**config.mk**
```make
export PLATFORM = sky130hd
export DESIGN_NAME = tmc_reg_mc
export DESIGN_NICKNAME = d
export VERILOG_FILES = /design/src/rtl/tmc_reg_pkg.sv /design/src/rtl/tmc_cmd_fifo.sv /design/src/rtl/tmc_reg_mc.sv
export SDC_FILE = /design/constraint.sdc
export NUM_CORES = 1
export LEC_CHECK = 0
export CELL_PAD_IN_SITES_DETAIL_PLACEMENT = 0
export CELL_PAD_IN_SITES_GLOBAL_PLACEMENT = 1
export CORE_MARGIN = 3
export CORE_UTILIZATION = 45
export CTS_CLUSTER_DIAMETER = 30
export DETAILED_ROUTE_END_ITERATION = 12
export PLACE_DENSITY_LB_ADDON = 0.1
export REMOVE_ABC_BUFFERS = 1
export SYNTH_ARGS = -nofsm -noshare
export SYNTH_HDL_FRONTEND = slang
export SYNTH_SLANG_ARGS = --single-unit
export TNS_END_PERCENT = 30
```
**constraint.sdc**
```tcl
create_clock -name clk -period 5.5 [get_ports clk]
set_input_delay 1.1 -clock clk [delete_from_list [all_inputs] [get_ports clk]]
set_output_delay 1.1 -clock clk [all_outputs]
set_load 0.05 [all_outputs]
```
**src/rtl/tmc_reg_pkg.sv**
```systemverilog
// Shared constants for the multi-channel TMC register block:
// register map, STATUS bit positions and FSM state encoding.
package tmc_reg_pkg;

  localparam logic [7:0] ADDR_MOSI_HI   = 8'h00;
  localparam logic [7:0] ADDR_MOSI_LO   = 8'h01;
  localparam logic [7:0] ADDR_CMD       = 8'h02;
  localparam logic [7:0] ADDR_STATUS    = 8'h03;
  localparam logic [7:0] ADDR_IRQ_EN    = 8'h04;
  localparam logic [7:0] ADDR_MISO_BASE = 8'h10;

  localparam int ST_BUSY  = 0;
  localparam int ST_EMPTY = 1;
  localparam int ST_FULL  = 2;
  localparam int ST_DONE  = 3;
  localparam int ST_OVF   = 4;
  localparam int ST_CHERR = 5;
  localparam int ST_TO    = 6;

  typedef enum logic [1:0] {
    IDLE   = 2'd0,
    LAUNCH = 2'd1,
    WAIT   = 2'd2
  } state_t;

endpackage

```
**src/rtl/tmc_cmd_fifo.sv**
```systemverilog
// Show-ahead command FIFO: rdata always presents the head entry.
// Ports: push/wdata, pop/rdata, full, empty, level; async active-low reset.
module tmc_cmd_fifo #(
  parameter  int W     = 42,
  parameter  int DEPTH = 8,
  localparam int AW    = $clog2(DEPTH),
  localparam int LW    = AW + 1
) (
  input  logic          clk,
  input  logic          rst_n,
  input  logic          push,
  input  logic [W-1:0]  wdata,
  input  logic          pop,
  output logic [W-1:0]  rdata,
  output logic          full,
  output logic          empty,
  output logic [LW-1:0] level
);

  logic [W-1:0]  mem [DEPTH];
  logic [AW-1:0] wp;
  logic [AW-1:0] rp;
  logic          do_push;
  logic          do_pop;

  // A pop frees a slot in the same cycle, so a push on full is accepted.
  assign do_pop  = pop & ~empty;
  assign do_push = push & (~full | do_pop);

  assign full  = (level == LW'(DEPTH));
  assign empty = (level == '0);
  assign rdata = mem[rp];

  always_ff @(posedge clk or negedge rst_n) begin
    if (!rst_n) begin
      wp    <= '0;
      rp    <= '0;
      level <= '0;
    end else begin
      wp    <= wp + AW'(do_push);
      rp    <= rp + AW'(do_pop);
      level <= level + LW'(do_push) - LW'(do_pop);
    end
  end

  always_ff @(posedge clk) begin
    if (do_push) mem[wp] <= wdata;
  end

endmodule

```
**src/rtl/tmc_reg_mc.sv**
```systemverilog
// Multi-channel TMC SPI datagram queue: Avalon-MM slave, command FIFO, launch FSM,
// per-channel MISO latches, sticky flags + irq. Optional watchdog: TMC_TIMEOUT_EN.
module tmc_reg_mc
  import tmc_reg_pkg::*;
#(
  parameter  int CH_NUM     = 4,
  parameter  int DATA_W     = 40,
  parameter  int FIFO_DEPTH = 8,
  parameter  int TO_CYCLES  = 65535,
  localparam int CH_W       = (CH_NUM > 1) ? $clog2(CH_NUM) : 1
) (
  input  logic              clk,
  input  logic              rst_n,
  input  logic [7:0]        avs_address,
  input  logic              avs_write,
  input  logic [31:0]       avs_write_data,
  input  logic              avs_read,
  output logic [31:0]       avs_read_data,
  output logic              irq,
  output logic              tmc_start,
  output logic [CH_W-1:0]   tmc_ch,
  output logic [DATA_W-1:0] tmc_mosi_data,
  input  logic              tmc_done,
  input  logic [DATA_W-1:0] tmc_miso_data
);

  localparam int HI_W = DATA_W - 32;
  localparam int FW   = CH_W + DATA_W;
  localparam int LW   = $clog2(FIFO_DEPTH) + 1;

  state_t state;
  state_t state_nx;

  logic [HI_W-1:0]   stg_hi;
  logic [31:0]       stg_lo;
  logic [DATA_W-1:0] miso [CH_NUM];
  logic [6:3]        sticky;
  logic [6:3]        irq_en;
  logic [6:3]        st_set;
  logic [6:3]        st_clr;

  logic          push;
  logic          pop;
  logic          full;
  logic          empty;
  logic [LW-1:0] level;
  logic [FW-1:0] fifo_rd;

  logic       wr_cmd;
  logic       wr_stat;
  logic [3:0] cmd_ch;
  logic       ch_bad;
  logic       ovf_ev;
  logic       done_ev;
  logic       to_ev;
  logic       busy;

  logic [7:0]        miso_off;
  logic              miso_hit;
  logic [DATA_W-1:0] miso_sel;
  logic [31:0]       rd_mux;

  assign wr_cmd  = avs_write && (avs_address == ADDR_CMD);
  assign wr_stat = avs_write && (avs_address == ADDR_STATUS);
  assign cmd_ch  = avs_write_data[3:0];
  assign ch_bad  = (32'(cmd_ch) >= CH_NUM);

  assign busy    = (state != IDLE);
  assign pop     = (state == IDLE) && !empty;
  assign ovf_ev  = wr_cmd && full && !pop;
  assign push    = wr_cmd && !ch_bad && !ovf_ev;
  assign done_ev = (state == WAIT) && tmc_done;

  tmc_cmd_fifo #(
    .W     (FW),
    .DEPTH (FIFO_DEPTH)
  ) u_fifo (
    .clk   (clk),
    .rst_n (rst_n),
    .push  (push),
    .wdata ({cmd_ch[CH_W-1:0], stg_hi, stg_lo}),
    .pop   (pop),
    .rdata (fifo_rd),
    .full  (full),
    .empty (empty),
    .level (level)
  );

`ifdef TMC_TIMEOUT_EN
  localparam int TW = $clog2(TO_CYCLES + 1);
  logic [TW-1:0] to_cnt;

  always_ff @(posedge clk or negedge rst_n) begin
    if (!rst_n) to_cnt <= '0;
    else if (state != WAIT) to_cnt <= '0;
    else to_cnt <= to_cnt + TW'(1);
  end

  // A done arriving in the expiry cycle still counts as a completion.
  assign to_ev = (state == WAIT) && !tmc_done &&
                 (to_cnt == TW'(TO_CYCLES - 1));
`else
  logic unused_to;
  assign unused_to = (TO_CYCLES > 0);
  assign to_ev     = 1'b0;
`endif

  always_ff @(posedge clk or negedge rst_n) begin
    if (!rst_n) state <= IDLE;
    else state <= state_nx;
  end

  always_comb begin
    state_nx  = state;
    tmc_start = 1'b0;
    case (state)
      IDLE:   if (pop) state_nx = LAUNCH;
      LAUNCH: begin
        tmc_start = 1'b1;
        state_nx  = WAIT;
      end
      WAIT:   if (done_ev || to_ev) state_nx = IDLE;
      default: state_nx = IDLE;
    endcase
  end

  always_ff @(posedge clk or negedge rst_n) begin
    if (!rst_n) begin
      tmc_ch        <= '0;
      tmc_mosi_data <= '0;
    end else if (pop) begin
      tmc_ch        <= fifo_rd[FW-1:DATA_W];
      tmc_mosi_data <= fifo_rd[DATA_W-1:0];
    end
  end

  always_ff @(posedge clk or negedge rst_n) begin
    if (!rst_n) begin
      stg_hi <= '0;
      stg_lo <= '0;
      irq_en <= '0;
    end else if (avs_write) begin
      if (avs_address == ADDR_MOSI_HI) stg_hi <= avs_write_data[HI_W-1:0];
      if (avs_address == ADDR_MOSI_LO) stg_lo <= avs_write_data;
      if (avs_address == ADDR_IRQ_EN)  irq_en <= avs_write_data[6:3];
    end
  end

  always_ff @(posedge clk or negedge rst_n) begin
    if (!rst_n) begin
      for (int i = 0; i < CH_NUM; i++) miso[i] <= '0;
    end else if (done_ev) begin
      miso[tmc_ch] <= tmc_miso_data;
    end
  end

  assign st_set = {to_ev, wr_cmd && ch_bad, ovf_ev, done_ev};
  assign st_clr = wr_stat ? avs_write_data[6:3] : 4'b0;

  // Set terms are OR-ed after the clear, so a set beats a same-cycle W1C.
  always_ff @(posedge clk or negedge rst_n) begin
    if (!rst_n) begin
      sticky <= '0;
      irq    <= 1'b0;
    end else begin
      sticky <= (sticky & ~st_clr) | st_set;
      irq    <= |(sticky & irq_en);
    end
  end

  assign miso_off = avs_address - ADDR_MISO_BASE;
  assign miso_hit = (avs_address >= ADDR_MISO_BASE) &&
                    (miso_off[7:1] < 7'(CH_NUM));
  assign miso_sel = miso[miso_off[CH_W:1]];

  always_comb begin
    rd_mux = '0;
    unique case (1'b1)
      (avs_address == ADDR_MOSI_HI): rd_mux = 32'(stg_hi);
      (avs_address == ADDR_MOSI_LO): rd_mux = stg_lo;
      (avs_address == ADDR_STATUS):
        rd_mux = {16'b0, 8'(level), 1'b0, sticky, full, empty, busy};
      (avs_address == ADDR_IRQ_EN):  rd_mux = {25'b0, irq_en, 3'b0};
      (miso_hit && !miso_off[0]):    rd_mux = 32'(miso_sel[DATA_W-1:32]);
      (miso_hit && miso_off[0]):     rd_mux = miso_sel[31:0];
      default: ;
    endcase
  end

  always_ff @(posedge clk or negedge rst_n) begin
    if (!rst_n) avs_read_data <= '0;
    else avs_read_data <= avs_read ? rd_mux : 32'b0;
  end

endmodule

```
Word-level counts from Yosys, hierarchy flattened
Memories as Yosys holds them, arrays and structs flattened. A register that Yosys moved wholly into a read port is not among the register bits. Cells that the tools add are included. W data, S select, Z words.

Bits in registers: 253. Memory bits (writable): 336. Input bits: 85. Output and inout port bits: 76. Logic and storage cells: 89. Memories kept: 1.

Memory list: u_fifo.mem (words 8, width 42, rd ports 1, clocked after Yosys merged registers in 1, wr ports 1, line tmc_cmd_fifo.sv:20) `logic [W-1:0] mem [DEPTH];`.

Add/sub/neg operators: 5. Order comparisons: 6. Equal/unequal tests: 9. Mux-type cells: 15. Bitwise operators: 11. Reduce and logical (&&, ||, !) cells: 28.

Operators by type and width (number): $pmux W32 S6 (1); $bwmux W160 (1); $mux W40 (3); $bmux W40 S2 (1); $demux W40 S2 (1); $mux W32 (1); $eq A8 B2 Y1 const B (2); $logic_and A1 B1 Y1 (13); $and A4 B4 Y4 (2); $eq A8 B1 Y1 const B (1); $eq A8 B3 Y1 const B (1); $ge A8 B5 Y1 const B (1); $logic_not A8 Y1 (1); $reduce_and A2 Y1 (4); $sub A8 B5 Y8 const B (1); $lt A7 B3 Y1 const B (1); $add A3 B1 Y3 (2); $ge A3 B3 Y1 const B (2); $logic_not A1 Y1 (6); $not A2 Y3 (2); $pmux W2 S3 (1); $add A4 B1 Y4 (1); $eq A4 B4 Y1 const B (1); $ge A4 B3 Y1 const B (1); 17 further kinds (23).

Longest topological paths before layout
Word-level depth: 10. Depth in mapped cells: 13. Gate-level depth less buffers: 11.

Hierarchy
From an unflattened synthesis, not the netlist that was laid out.

Cell total of the unflattened synthesis: 1293. Area total of the unflattened synthesis: 25465.7 um^2.

Modules (own cells, without submodules): tmc_cmd_fifo (instances 1, cells an instance 536, area an instance 13286.5 um^2, seq. area each 10339.9 um^2); tmc_reg_mc (instances 1, cells an instance 757, area an instance 12179.2 um^2, seq. area each 7131.8 um^2).

Worst setup path after synthesis
Ideal clock, no wire load.

Path kind: input-to-reg. Start: input avs_address[5]. End: memory u_fifo.mem[1][0] (enable). Library setup time: 493 ps. Data arrival time: 5200 ps. Required time: 5007 ps. Path slack: -193 ps. Stages: 5. Buffers on the path: 1. Cells stage by stage: or4_1 -> buf_6 -> nor4_4 -> nand3_1 -> nor3_1.

Longest elaborated chain between the ends: 9. Elaborated cells on any way between the ends: 10. Those cells by class: eq/ne (1); mux (2); bitwise (1); reduce/logical (6).

RTL lines: start: declaration (line tmc_reg_mc.sv:14) `input logic [7:0] avs_address,`; $eq A8 B2 Y1 (*) (line tmc_reg_mc.sv:63) `assign wr_cmd = avs_write && (avs_address == ADDR_CMD);`; $logic_and A1 B1 Y1 (*) (line tmc_reg_mc.sv:63); $logic_and A1 B1 Y1 (2 in a row) (line tmc_reg_mc.sv:70) `assign ovf_ev = wr_cmd && full && !pop;`; $logic_not A1 Y1 (line tmc_reg_mc.sv:71) `assign push = wr_cmd && !ch_bad && !ovf_ev;`; $logic_and A1 B1 Y1 (*) (line tmc_reg_mc.sv:71); $and A1 B1 Y1 (*) (line tmc_cmd_fifo.sv:28) `assign do_push = push & (~full | do_pop);`; $mux W1 (*) (line tmc_cmd_fifo.sv:47) `if (do_push) mem[wp] <= wdata;`; $mux W1 (not written as such) (*) (line tmc_cmd_fifo.sv:47); end: declaration (line tmc_cmd_fifo.sv:20).

Every way passes the cells marked *; elsewhere a longest branch is shown, timed or not.

Worst setup path after layout
Start: input avs_address[5]. End: memory u_fifo.mem[2][25] (enable).

The elaborated chain is that of the path after synthesis.

==> flow_summary.ini <==
[run_status]
status = finished clean

[place]
portBuffers = 160
dpl.cell_count = 2194
hpwl_mm = 33.55
placed_area_um2 = 27670
routabilityCongestion = 0.7232

[finish]
most-common-layout-cells = edfxtp_1, dfrtp_1, mux2_2, clkdlybuf4s50_1, clkbuf_16
drive_gt1_share_pct = 35.33
layout_commonest_cell = edfxtp_1
syn2layout_area_growth_pct = 28.15
final_cells = 2445
final_cell_area_um2 = 32170
n_fill_cell = 4046
fin_nets = 1690

[setup_path]
crit_type = in2reg
cpPeakStageDelay_ns = 0.80
cp-end-kind = register
r2r_setup_slack_ns = 2.52
path_cells = clkdlybuf4s50_1 > or4_1 > nor4_4 > nand3b_1 > nor2_4 > buf_12
worstPathRequired_ns = 5.86
crit_buf_inv = 2
crit_start = avs_address[5]
slowest_stage = or4_1
path_max_fanout = 28
crit_path_start_kind = input pin
critical-path-top-delay-family = simple AND/OR/NAND/NOR gates
r2r-start = u_fifo.level[2]
worstPathArrival_ns = 4.17

[timing]
grt_setup_unrepaired = false
slew_viol_final = 0
worst-slew-pin-transition_ns = 1.062
final.min_clock_period_ns = 3.804
fin_worst_skew_ns = 0.02240
finalSetupViolations = 0
final.period_utilization_pct = 69.17
fmax_ghz = 0.2629
hold_viol_final = 0
maxSlewHeadroom_pct = 29.18

[synthesis]
synth_largest_area_cell = edfxtp_1
synthArstFlopShare_pct = 46.75
ys.flop_type = edfxtp_1
synth-edff-count = 336
ys_seq_area_share_pct = 69.59
synth.cell_area_um2 = 25110
synthTopCellsByArea = edfxtp_1, dfrtp_1, mux4_2
synthCells = 1341
synth-seq-cells = 631
synth.avg_cell_area_um2 = 18.72
synth_top_cell_area_share_pct = 40.19
ys_warn_count = 0
synth.distinct_cells = 52

[floorplan]
fp.dieArea_um2 = 58670
core_um2 = 54560
ios = 161
fp.dieH_um = 242.2
dieWidth_um = 242.2
fp-row-count = 85
start_util_pct = 46.02

[power]
p_clk_share_pct = 43.7
p_switching_uw = 4859
ir_worst_vdd_v = 0.0003551
internal_power_uw = 12980
p_leak_uw = 0.01249
p_seq_share_pct = 36.1
swShare_pct = 27.23
p_comb_share_pct = 20.2
p_per_area_nw_per_um2 = 554.6

[grt]
grt_pass1_vias = 14350
grt_max_degree = 93
overflow = 0
grt_pass1_wl_mm = 88.46
antenna_found_initial = 6
grt_usage_pct = 20.11

[clock_tree]
cts_hold_buf = 0
cts_buffers = 137
cts_resized = 0
worst_skew_pair.late_latency_ns = 0.68
clock-root-buffer = clkbuf_16
clock_sinks = 631
clk_pin_slew_ns = 0.04
cts_setup_buffers = 0
clock_path_buffers = 3
htreeDepth = 4
cts_tree = done

[route]
first_iter_violations = 792
totalWireLength_mm = 57.04
ant_nets = 0
dr_total_vias = 13230
firstDrtPassIters = 5
routedWlPerCell_um = 23.33
drc = 0
detail_route.vias_per_cell = 5.409

[job]
cap_violations = 0

[worst_hold_path]
hold_path_class = in2async
-- worst paths after layout --
check                                     to  cells past startpoint
max reg2reg                u_fifo.mem[2][25]                      7
min                         tmc_mosi_data[2]                      1
max in group asynchronous           miso[98]                      2
max                        u_fifo.mem[2][25]                      6
min in group clk           tmc_mosi_data[14]                      2
min reg2reg                tmc_mosi_data[14]                      2
-- registers in the layout (all words and copies together) (netlist names), 4 cells and up --
signal / cells
u_fifo.level: 4
avs_read_data: 32
tmc_mosi_data: 40
miso: 160
stg_lo: 32
u_fifo.mem: 336
irq_en: 4
sticky: 4
stg_hi: 8
-- layout make-up --
class,count,area (um^2),share of cell area [%]
Timing Repair Buffer,190,1937,6.020
Tap cell,739,924.6,2.874
Clock buffer,185,3847,11.96
Multi-Input combinational cell,624,7295,22.67
Sequential cell,631,17480,54.33
Clock inverter,64,648.1,2.014
Inverter,10,37.54,0.1167
Antenna cell,2,5.005,0.01556
-- cells in the mapped netlist (all sizes together), types with 11 or more instances --
cell type  number
buf            45
mux2          216
a22oi          38
mux4          124
o21ai          43
nand2          51
nor2           34
dfrtp         295
a21oi          11
mux2i          46
clkbuf         31
edfxtp        336
-- cells by family (layout without fill, tap and decap cells) --
kind of cell               count (synthesis)  count (layout)  share of synthesized area, %
other                                      0               2                             0
adders and majority gates                 11              11                        0.5781
AOI/OAI and AO/OA                        103             103                         2.551
DFF                                      631             631                         69.59
muxes                                    386             386                         23.05
buffers and inverters                     86             449                         1.664
and+or+nand+nor                          120             120                         2.432
xor gates and xnor gates                   4               4                        0.1395
-- stage by stage --
stage / TNS [ns] / hold WS, ns / worst slack [ns] / power [uW] / util (%)
floorplan: -24.37 / 0.4670 / -0.2924 / 9076 / -
CTS: 0 / 0.4411 / 1.718 / 18100 / 58.96
detailed placement: 0 / 0.4711 / 0.9843 / 10210 / 50.72
global placement: 0 / 0.4606 / 1.053 / 10130 / 50.72
finish: 0 / 0.4032 / 1.696 / 17840 / 58.97
global route: 0 / 0.4405 / 1.577 / 18680 / 58.97
-- metal layers --
metal  vias to the layer above  track usage [%]  part of all wire, %
li1                       5821                -                    -
met1                      6990            27.38                   44
met2                       319            31.46                   48
met3                        89            5.423                  5.4
met5                         -                0                0.089
met4                         6            7.107                  2.0
-- power groups by stage --
stage | sequential, uW | combinational (uW) | clock, uW
after floorplan | 6950 | 2130 | 0
after global placement | 6490 | 3640 | 0
final | 6440 | 3600 | 7800
after CTS | 6460 | 3690 | 7950
after detailed placement | 6530 | 3680 | 0
after global routing | 6560 | 3910 | 8210
No activity file was read; power rests on OpenSTA's default activity.
